<file path="src/rtl/alu_pkg.sv">
// Shared definitions for the multi-cycle ALU: control encodings and engine states.
package alu_pkg;

  localparam logic [3:0] ALU_AND   = 4'b0000;
  localparam logic [3:0] ALU_OR    = 4'b0001;
  localparam logic [3:0] ALU_ADD   = 4'b0010;
  localparam logic [3:0] ALU_SUB   = 4'b0110;
  localparam logic [3:0] ALU_SLT   = 4'b0111;
  localparam logic [3:0] ALU_NOR   = 4'b1100;
  localparam logic [3:0] ALU_MULTU = 4'b1000;
  localparam logic [3:0] ALU_DIVU  = 4'b1001;
  localparam logic [3:0] ALU_MFHI  = 4'b1010;
  localparam logic [3:0] ALU_MFLO  = 4'b1011;

  typedef enum logic [1:0] {
    IDLE = 2'd0,
    MUL  = 2'd1,
    DIV  = 2'd2
  } state_t;

endpackage

</file>
<file path="src/rtl/alu_muldiv_iter.sv">
// Iterative unsigned multiply / restoring divide engine; owns HI/LO, the
// iteration counter and busy. HI/LO double as the working registers.
//
// state | meaning
// IDLE  | no operation in flight, HI/LO hold architectural values
// MUL   | shift-add multiply, one multiplier bit per cycle
// DIV   | restoring divide, one quotient bit per cycle
module alu_muldiv_iter
  import alu_pkg::*;
#(
  parameter int WIDTH = 32
) (
  input  logic             clk,
  input  logic             reset,
  input  logic             go_mul,
  input  logic             go_div,
  input  logic             go_dz,
  input  logic [WIDTH-1:0] a,
  input  logic [WIDTH-1:0] b,
  output logic [WIDTH-1:0] hi,
  output logic [WIDTH-1:0] lo,
  output logic [WIDTH-1:0] lo_nxt,
  output logic             busy,
  output logic             last
);

  localparam int CNT_W = $clog2(WIDTH) + 1;

  state_t           state;
  logic [CNT_W-1:0] cnt;
  logic [WIDTH-1:0] m;
  logic [WIDTH-1:0] hi_nxt;
  logic [WIDTH:0]   sum;
  logic [WIDTH:0]   shifted;
  logic             ge;

  assign sum     = {1'b0, hi} + (lo[0] ? {1'b0, m} : '0);
  assign shifted = {hi, lo[WIDTH-1]};
  assign ge      = shifted >= {1'b0, m};
  assign last    = busy && (cnt == '0);

  always_comb begin
    hi_nxt = hi;
    lo_nxt = lo;
    case (state)
      MUL: begin
        hi_nxt = sum[WIDTH:1];
        lo_nxt = {sum[0], lo[WIDTH-1:1]};
      end
      DIV: begin
        hi_nxt = ge ? (shifted[WIDTH-1:0] - m) : shifted[WIDTH-1:0];
        lo_nxt = {lo[WIDTH-2:0], ge};
      end
      default: ;
    endcase
  end

  always_ff @(posedge clk) begin
    if (reset) begin
      state <= IDLE;
      busy  <= 1'b0;
      hi    <= '0;
      lo    <= '0;
      m     <= '0;
      cnt   <= '0;
    end else begin
      case (state)
        IDLE: begin
          if (go_mul || go_div) begin
            hi    <= '0;
            lo    <= go_mul ? b : a;
            m     <= go_mul ? a : b;
            cnt   <= CNT_W'(WIDTH - 1);
            busy  <= 1'b1;
            state <= go_mul ? MUL : DIV;
          end else if (go_dz) begin
            hi <= a;
            lo <= '1;
          end
        end
        MUL, DIV: begin
          hi <= hi_nxt;
          lo <= lo_nxt;
          if (cnt == '0) begin
            busy  <= 1'b0;
            state <= IDLE;
          end else begin
            cnt <= cnt - CNT_W'(1);
          end
        end
        default: state <= IDLE;
      endcase
    end
  end

endmodule

</file>
<file path="src/rtl/alu_multicycle.sv">
// Registered EX-stage ALU: single-cycle logic/arith ops plus iterative MULTU/DIVU
// behind a start/busy/done handshake.
module alu_multicycle
  import alu_pkg::*;
#(
  parameter int WIDTH = 32
) (
  input  logic             clk,
  input  logic             reset,
  input  logic             start,
  input  logic [WIDTH-1:0] read1,
  input  logic [WIDTH-1:0] read2,
  input  logic [3:0]       control,
  output logic [WIDTH-1:0] result,
  output logic             zero,
  output logic             overflow,
  output logic             div_zero,
  output logic             busy,
  output logic             done
);

  logic             accept;
  logic             b_zero;
  logic             multi;
  logic             last;
  logic [WIDTH-1:0] hi, lo, lo_nxt;
  logic [WIDTH-1:0] sum, diff;
  logic [WIDTH-1:0] alu_res;
  logic             alu_ovf;

  assign accept = start && !busy;
  assign b_zero = (read2 == '0);
  assign multi  = (control == ALU_MULTU) || (control == ALU_DIVU && !b_zero);
  assign sum    = read1 + read2;
  assign diff   = read1 - read2;

  alu_muldiv_iter #(.WIDTH(WIDTH)) u_iter (
    .clk    (clk),
    .reset  (reset),
    .go_mul (accept && control == ALU_MULTU),
    .go_div (accept && control == ALU_DIVU && !b_zero),
    .go_dz  (accept && control == ALU_DIVU && b_zero),
    .a      (read1),
    .b      (read2),
    .hi     (hi),
    .lo     (lo),
    .lo_nxt (lo_nxt),
    .busy   (busy),
    .last   (last)
  );

  always_comb begin
    alu_res = '0;
    alu_ovf = 1'b0;
    case (control)
      ALU_AND: alu_res = read1 & read2;
      ALU_OR:  alu_res = read1 | read2;
      ALU_ADD: begin
        alu_res = sum;
        alu_ovf = (read1[WIDTH-1] == read2[WIDTH-1]) && (sum[WIDTH-1] != read1[WIDTH-1]);
      end
      ALU_SUB: begin
        alu_res = diff;
        alu_ovf = (read1[WIDTH-1] != read2[WIDTH-1]) && (diff[WIDTH-1] != read1[WIDTH-1]);
      end
      ALU_SLT:  alu_res = {{(WIDTH-1){1'b0}}, $signed(read1) < $signed(read2)};
      ALU_NOR:  alu_res = ~(read1 | read2);
      ALU_DIVU: alu_res = '1;  // only reaches here with a zero divisor
      ALU_MFHI: alu_res = hi;
      ALU_MFLO: alu_res = lo;
      default:  alu_res = '0;
    endcase
  end

  always_ff @(posedge clk) begin
    if (reset) begin
      result   <= '0;
      zero     <= 1'b1;
      overflow <= 1'b0;
      div_zero <= 1'b0;
      done     <= 1'b0;
    end else begin
      done <= 1'b0;
      if (last) begin
        result <= lo_nxt;
        zero   <= (lo_nxt == '0);
        done   <= 1'b1;
      end else if (accept) begin
        overflow <= 1'b0;
        div_zero <= 1'b0;
        if (!multi) begin
          result   <= alu_res;
          zero     <= (alu_res == '0);
          overflow <= alu_ovf;
          div_zero <= (control == ALU_DIVU);
          done     <= 1'b1;
        end
      end
    end
  end

endmodule

</file>
<file path="config.mk">
export PLATFORM = sky130hd
export DESIGN_NAME = alu_multicycle
export DESIGN_NICKNAME = d
export VERILOG_FILES = /design/src/rtl/alu_pkg.sv /design/src/rtl/alu_muldiv_iter.sv /design/src/rtl/alu_multicycle.sv
export SDC_FILE = /design/constraint.sdc
export NUM_CORES = 1
export LEC_CHECK = 0
export CORE_MARGIN = 10
export CORE_UTILIZATION = 40
export DETAILED_ROUTE_END_ITERATION = 8
export HOLD_SLACK_MARGIN = 0.08
export PLACE_DENSITY = 0.69
export SYNTH_ARGS = -nofsm -noshare
export SYNTH_HDL_FRONTEND = slang
export SYNTH_SLANG_ARGS = --single-unit
</file>
<file path="constraint.sdc">
create_clock -name clk -period 4.8 [get_ports clk]
set_input_delay 0.72 -clock clk [delete_from_list [all_inputs] [get_ports clk]]
set_output_delay 0.72 -clock clk [all_outputs]
set_load 0.1 [all_outputs]
</file>
==> metrics.csv <==
stage,metric,value,unit
setup_path,delay of the slowest cell on the worst path,570,ps
routing,remaining routing DRC violations,0,
cts,number of buffers inserted during clock tree synthesis,17,
sta,Peak Freq,0.216,GHz
sta,count of final max-slew check failures,0,
setup_path,crit start category,input port,
setup_path,WP data required,5220,ps
sta,shortest clock period the worst path allows after layout,4630,ps
outcome,outcome,"finished, final reports clean",
power_and_ir_drop,Max rail drop VDD,0.234,mV
setup_path,Slowest cell on crit path,a222oi_1,
final_layout,number of fillers in the final layout,4200,
synthesis,number of nets in the synthesized netlist,2711,
routing,wire length reported by the detailed router,81.3,mm
cts,maximum level of the CTS H-tree,4,
global_route,wire length of the first global-routing pass,120,mm
cts,TritonCTS clock tree,yes,
power_and_ir_drop,P per Cell Area,268,nW/um^2
setup_path,family with the most delay on the worst path,compound AO/OA/AOI/OAI gates,
routing,number of detailed-routing iterations run before antenna repair,6,
routing,average wire length per cell after detail routing,25.1,microns
place,RD Place Congestion,1.09,
cts,setup bufs post-CTS,0,
setup_path,kind of capture point of the worst setup path,flip-flop,
final_layout,"count of placed standard cells in the final layout, fillers left out",3243,
synthesis,average instance area after synthesis,6.98,sq um
synthesis,synthesized cell area,17200,sq um
cts,quantity of gates resized following cts,0,
cts,clk_lat worst skew,500,ps
synthesis,count of state elements after synthesis,141,
worst_hold_path,kind of path behind the tightest hold check,flip-flop to flip-flop,
sta,maximum clock skew at final layout,16.2,ps
global_route,number of antenna violations at the first check in global routing,0,
power_and_ir_drop,leakage power figure,8.72,nW
cts,Root Driver,clkbuf_16,
synthesis,number of distinct standard cells referenced by the synthesized netlist,90,
global_route,GRT Residual Overflow,0,
global_route,overall global routing resource usage,0.304,
cts,Longest Clk Path Bufs,2,
cts,"Hold-fix buffers, CTS",0,
synthesis,fraction of registers with async set or reset after synthesis,0,
final_layout,fraction of layout instances using a drive strength above 1,0.132,
routing,number of vias after detailed routing,21200,
setup_path,critical path startpoint,read1[1],
setup_path,"Arr. time, crit path",5050,ps
setup_path,CP Cell Sequence,"clkdlybuf4s50_1, inv_1, ha_1, a211oi_1, nor2_1, a221o_1, a222oi_1, buf_4, o2111ai_1, nor4_1, nand3b_1, nor4_1, buf_4, nand4b_1, or4_1, o31ai_2",
sta,total of endpoints with negative setup slack in the final report,0,
final_layout,"Net count, final",2936,
floorplan,overall die height,227,microns
sta,final hold viol count,0,
floorplan,number of standard-cell rows in the floorplan,75,
synthesis,main flop type after synthesis,dfxtp_1,
synthesis,portion of the post-synthesis area used by sequential elements,0.164,
place,number of placed cells counting well taps,3212,
sta,RSZ-0062 raised after global routing,false,
sta,fraction of the cycle the final worst path needs,0.965,
routing,antenna-violating nets left,0,
cts,clock input transition at the sequential cells of the worst setup and hold paths,70,ps
setup_path,path type of the worst setup path,input port to flip-flop,
place,Port Buffer Count,107,
sta,"Worst Setup Slack, final",169,ps
place,setup slack at placement,-219,ps
place,HPWL after DPL,64.7,mm
setup_path,count of buffering cells on the critical path with inverters included,4,
floorplan,width of the die,227,microns
routing,Vias/cell,6.52,
sta,Tightest Pin Transition,1260,ps
setup_path,Worst Path Max Fanout,2,
synthesis,total of warnings raised by yosys,0,
floorplan,initial standard-cell utilization of the core,0.408,
global_route,number of global-route vias before repair,19300,
setup_path,RR Startpoint,u_iter.lo[31]$_SDFFE_PP0P_,
run,number of max-capacitance violations reported,0,
final_layout,diode insertion count for antenna repair,0,
floorplan,number of top-level pins,108,
cts,clk sink count,141,
floorplan,Die Outline Area,51700,sq um
global_route,maximum number of pins on one net before global-route repair,60,
synthesis,Cells after Synth,2467,
final_layout,area growth from synthesis to final layout,22.2,%
routing,violation count after the first detailed-routing iteration,2976,
worst_hold_path,start point of the worst min-delay path,u_iter.m[24]$_SDFFE_PP0P_,
sta,relative slew slack,0.163,
synthesis,number of enable-type register cells in the synthesized netlist,0,
floorplan,core area,42200,sq um
==> layout by cell type, fill, tap and decap left out, types with 13 or more instances in the layout <==
| cell type | instances |
|---|---|
| buf_4 | 257 |
| nand2_1 | 241 |
| nor2_1 | 229 |
| a21oi_1 | 198 |
| ha_1 | 167 |
| o21ai_0 | 145 |
| inv_1 | 142 |
| dfxtp_1 | 141 |
| clkdlybuf4s50_1 | 105 |
| nor3_1 | 89 |
| nand3_1 | 84 |
| a21o_1 | 60 |
| a22oi_1 | 58 |
| o211ai_1 | 53 |
| and2_1 | 49 |
| a211oi_1 | 46 |
| a221oi_1 | 45 |
| xnor2_1 | 38 |
| a2111oi_0 | 37 |
| nor4_1 | 26 |
| o21a_1 | 24 |
| nand4_1 | 23 |
| a31oi_1 | 23 |
| o21bai_1 | 22 |
| xor2_1 | 22 |
| nand2b_1 | 20 |
| nor2b_1 | 20 |
| mux2i_1 | 20 |
| or3_1 | 18 |
| clkbuf_16 | 17 |
| a221o_1 | 14 |
| o31ai_1 | 13 |
==> cell families after synthesis <==
| logic type | count (synthesis) | synth area share |
|---|---|---|
| AO/OA/AOI/OAI | 878 | 0.351 |
| AND/OR/NAND/NOR | 876 | 0.242 |
| buffers and inverters | 315 | 0.0706 |
| adder cells (fa/ha/maj) | 173 | 0.127 |
| flip-flops | 141 | 0.164 |
| XOR/XNOR | 60 | 0.0305 |
| multiplexers | 24 | 0.0142 |
==> state kept, by name, indices dropped and copies added (netlist names) <==
register,count
result,32
u_iter.busy,1
u_iter.m,32
u_iter.hi,32
div_zero,1
u_iter.state,2
done,1
overflow,1
u_iter.lo,32
u_iter.cnt,6
zero,1
==> stage by stage <==
step                cell area, sq um  hold WS (ps)   util  total power [W]  setup TNS, ps
floorplan                      17200           461      -          0.00308              0
global placement               20400           482  0.484          0.00408           -229
detailed placement             20400           494  0.484          0.00412           -223
CTS                            21100           502  0.498          0.00556              0
global route                   21100           528  0.498          0.00588              0
finish                         21100           506  0.498          0.00564              0
==> Yosys cell counts (27+ instances only) <==
library cell    n  area (sq um)
a221oi_1       45           394
a21oi_1       200          1000
o21ai_0       145           726
xnor2_1        38           333
a2111oi_0      37           324
clkbuf_1      132           495
nor4_1         27           169
a211oi_1       46           345
ha_1          169          2110
a21o_1         60           450
nor3_1         89           445
and2_1         49           307
dfxtp_1       141          2820
o211ai_1       53           398
nor2_1        234           878
nand2_1       243           912
nand3_1        84           420
inv_1         142           533
a22oi_1        58           435
==> worst min-delay path, cell delays in order (launching register included) <==
cell and delay, ps:
dfxtp_1 310, inv_1 60, a2111oi_0 80
==> where the power goes <==
part | internal (W) | switching (W) | total [W] | leakage [nW]
Sequential | 0.00126 | 0.000116 | 0.00138 | 1.15
Combinational | 0.00106 | 0.00175 | 0.00281 | 7.27
Clock | 0.000831 | 0.000624 | 0.00146 | 0.294
==> cell type report <==
cell class / instances / area (sq um) / area share
Multi-Input combinational cell: 2011 / 13300 / 0.630
Timing Repair Buffer: 370 / 3130 / 0.148
Sequential cell: 141 / 2820 / 0.134
Tap cell: 539 / 674 / 0.0320
Inverter: 151 / 567 / 0.0269
Clock buffer: 19 / 443 / 0.0210
Clock inverter: 12 / 160 / 0.00761
==> layer usage <==
layer,wire (microns),global-route usage,up-vias
met3,9330,0.0727,164
met4,2890,0.106,0
met5,0,0,-
met1,35100,0.419,10000
li1,-,-,9612
met2,34000,0.453,1354
==> path summary, 6_finish.rpt <==
check	endpoint	cells past startpoint	slack, ps
worst max-delay path	zero$_SDFFE_PP1P_	16	170
worst min-delay path	u_iter.m[24]$_SDFFE_PP0P_	2	510
worst max register to register	u_iter.hi[26]$_SDFFE_PP0P_	15	320
worst min register to register	u_iter.m[24]$_SDFFE_PP0P_	2	510
Note: power is estimated with default switching activity, not from simulation.
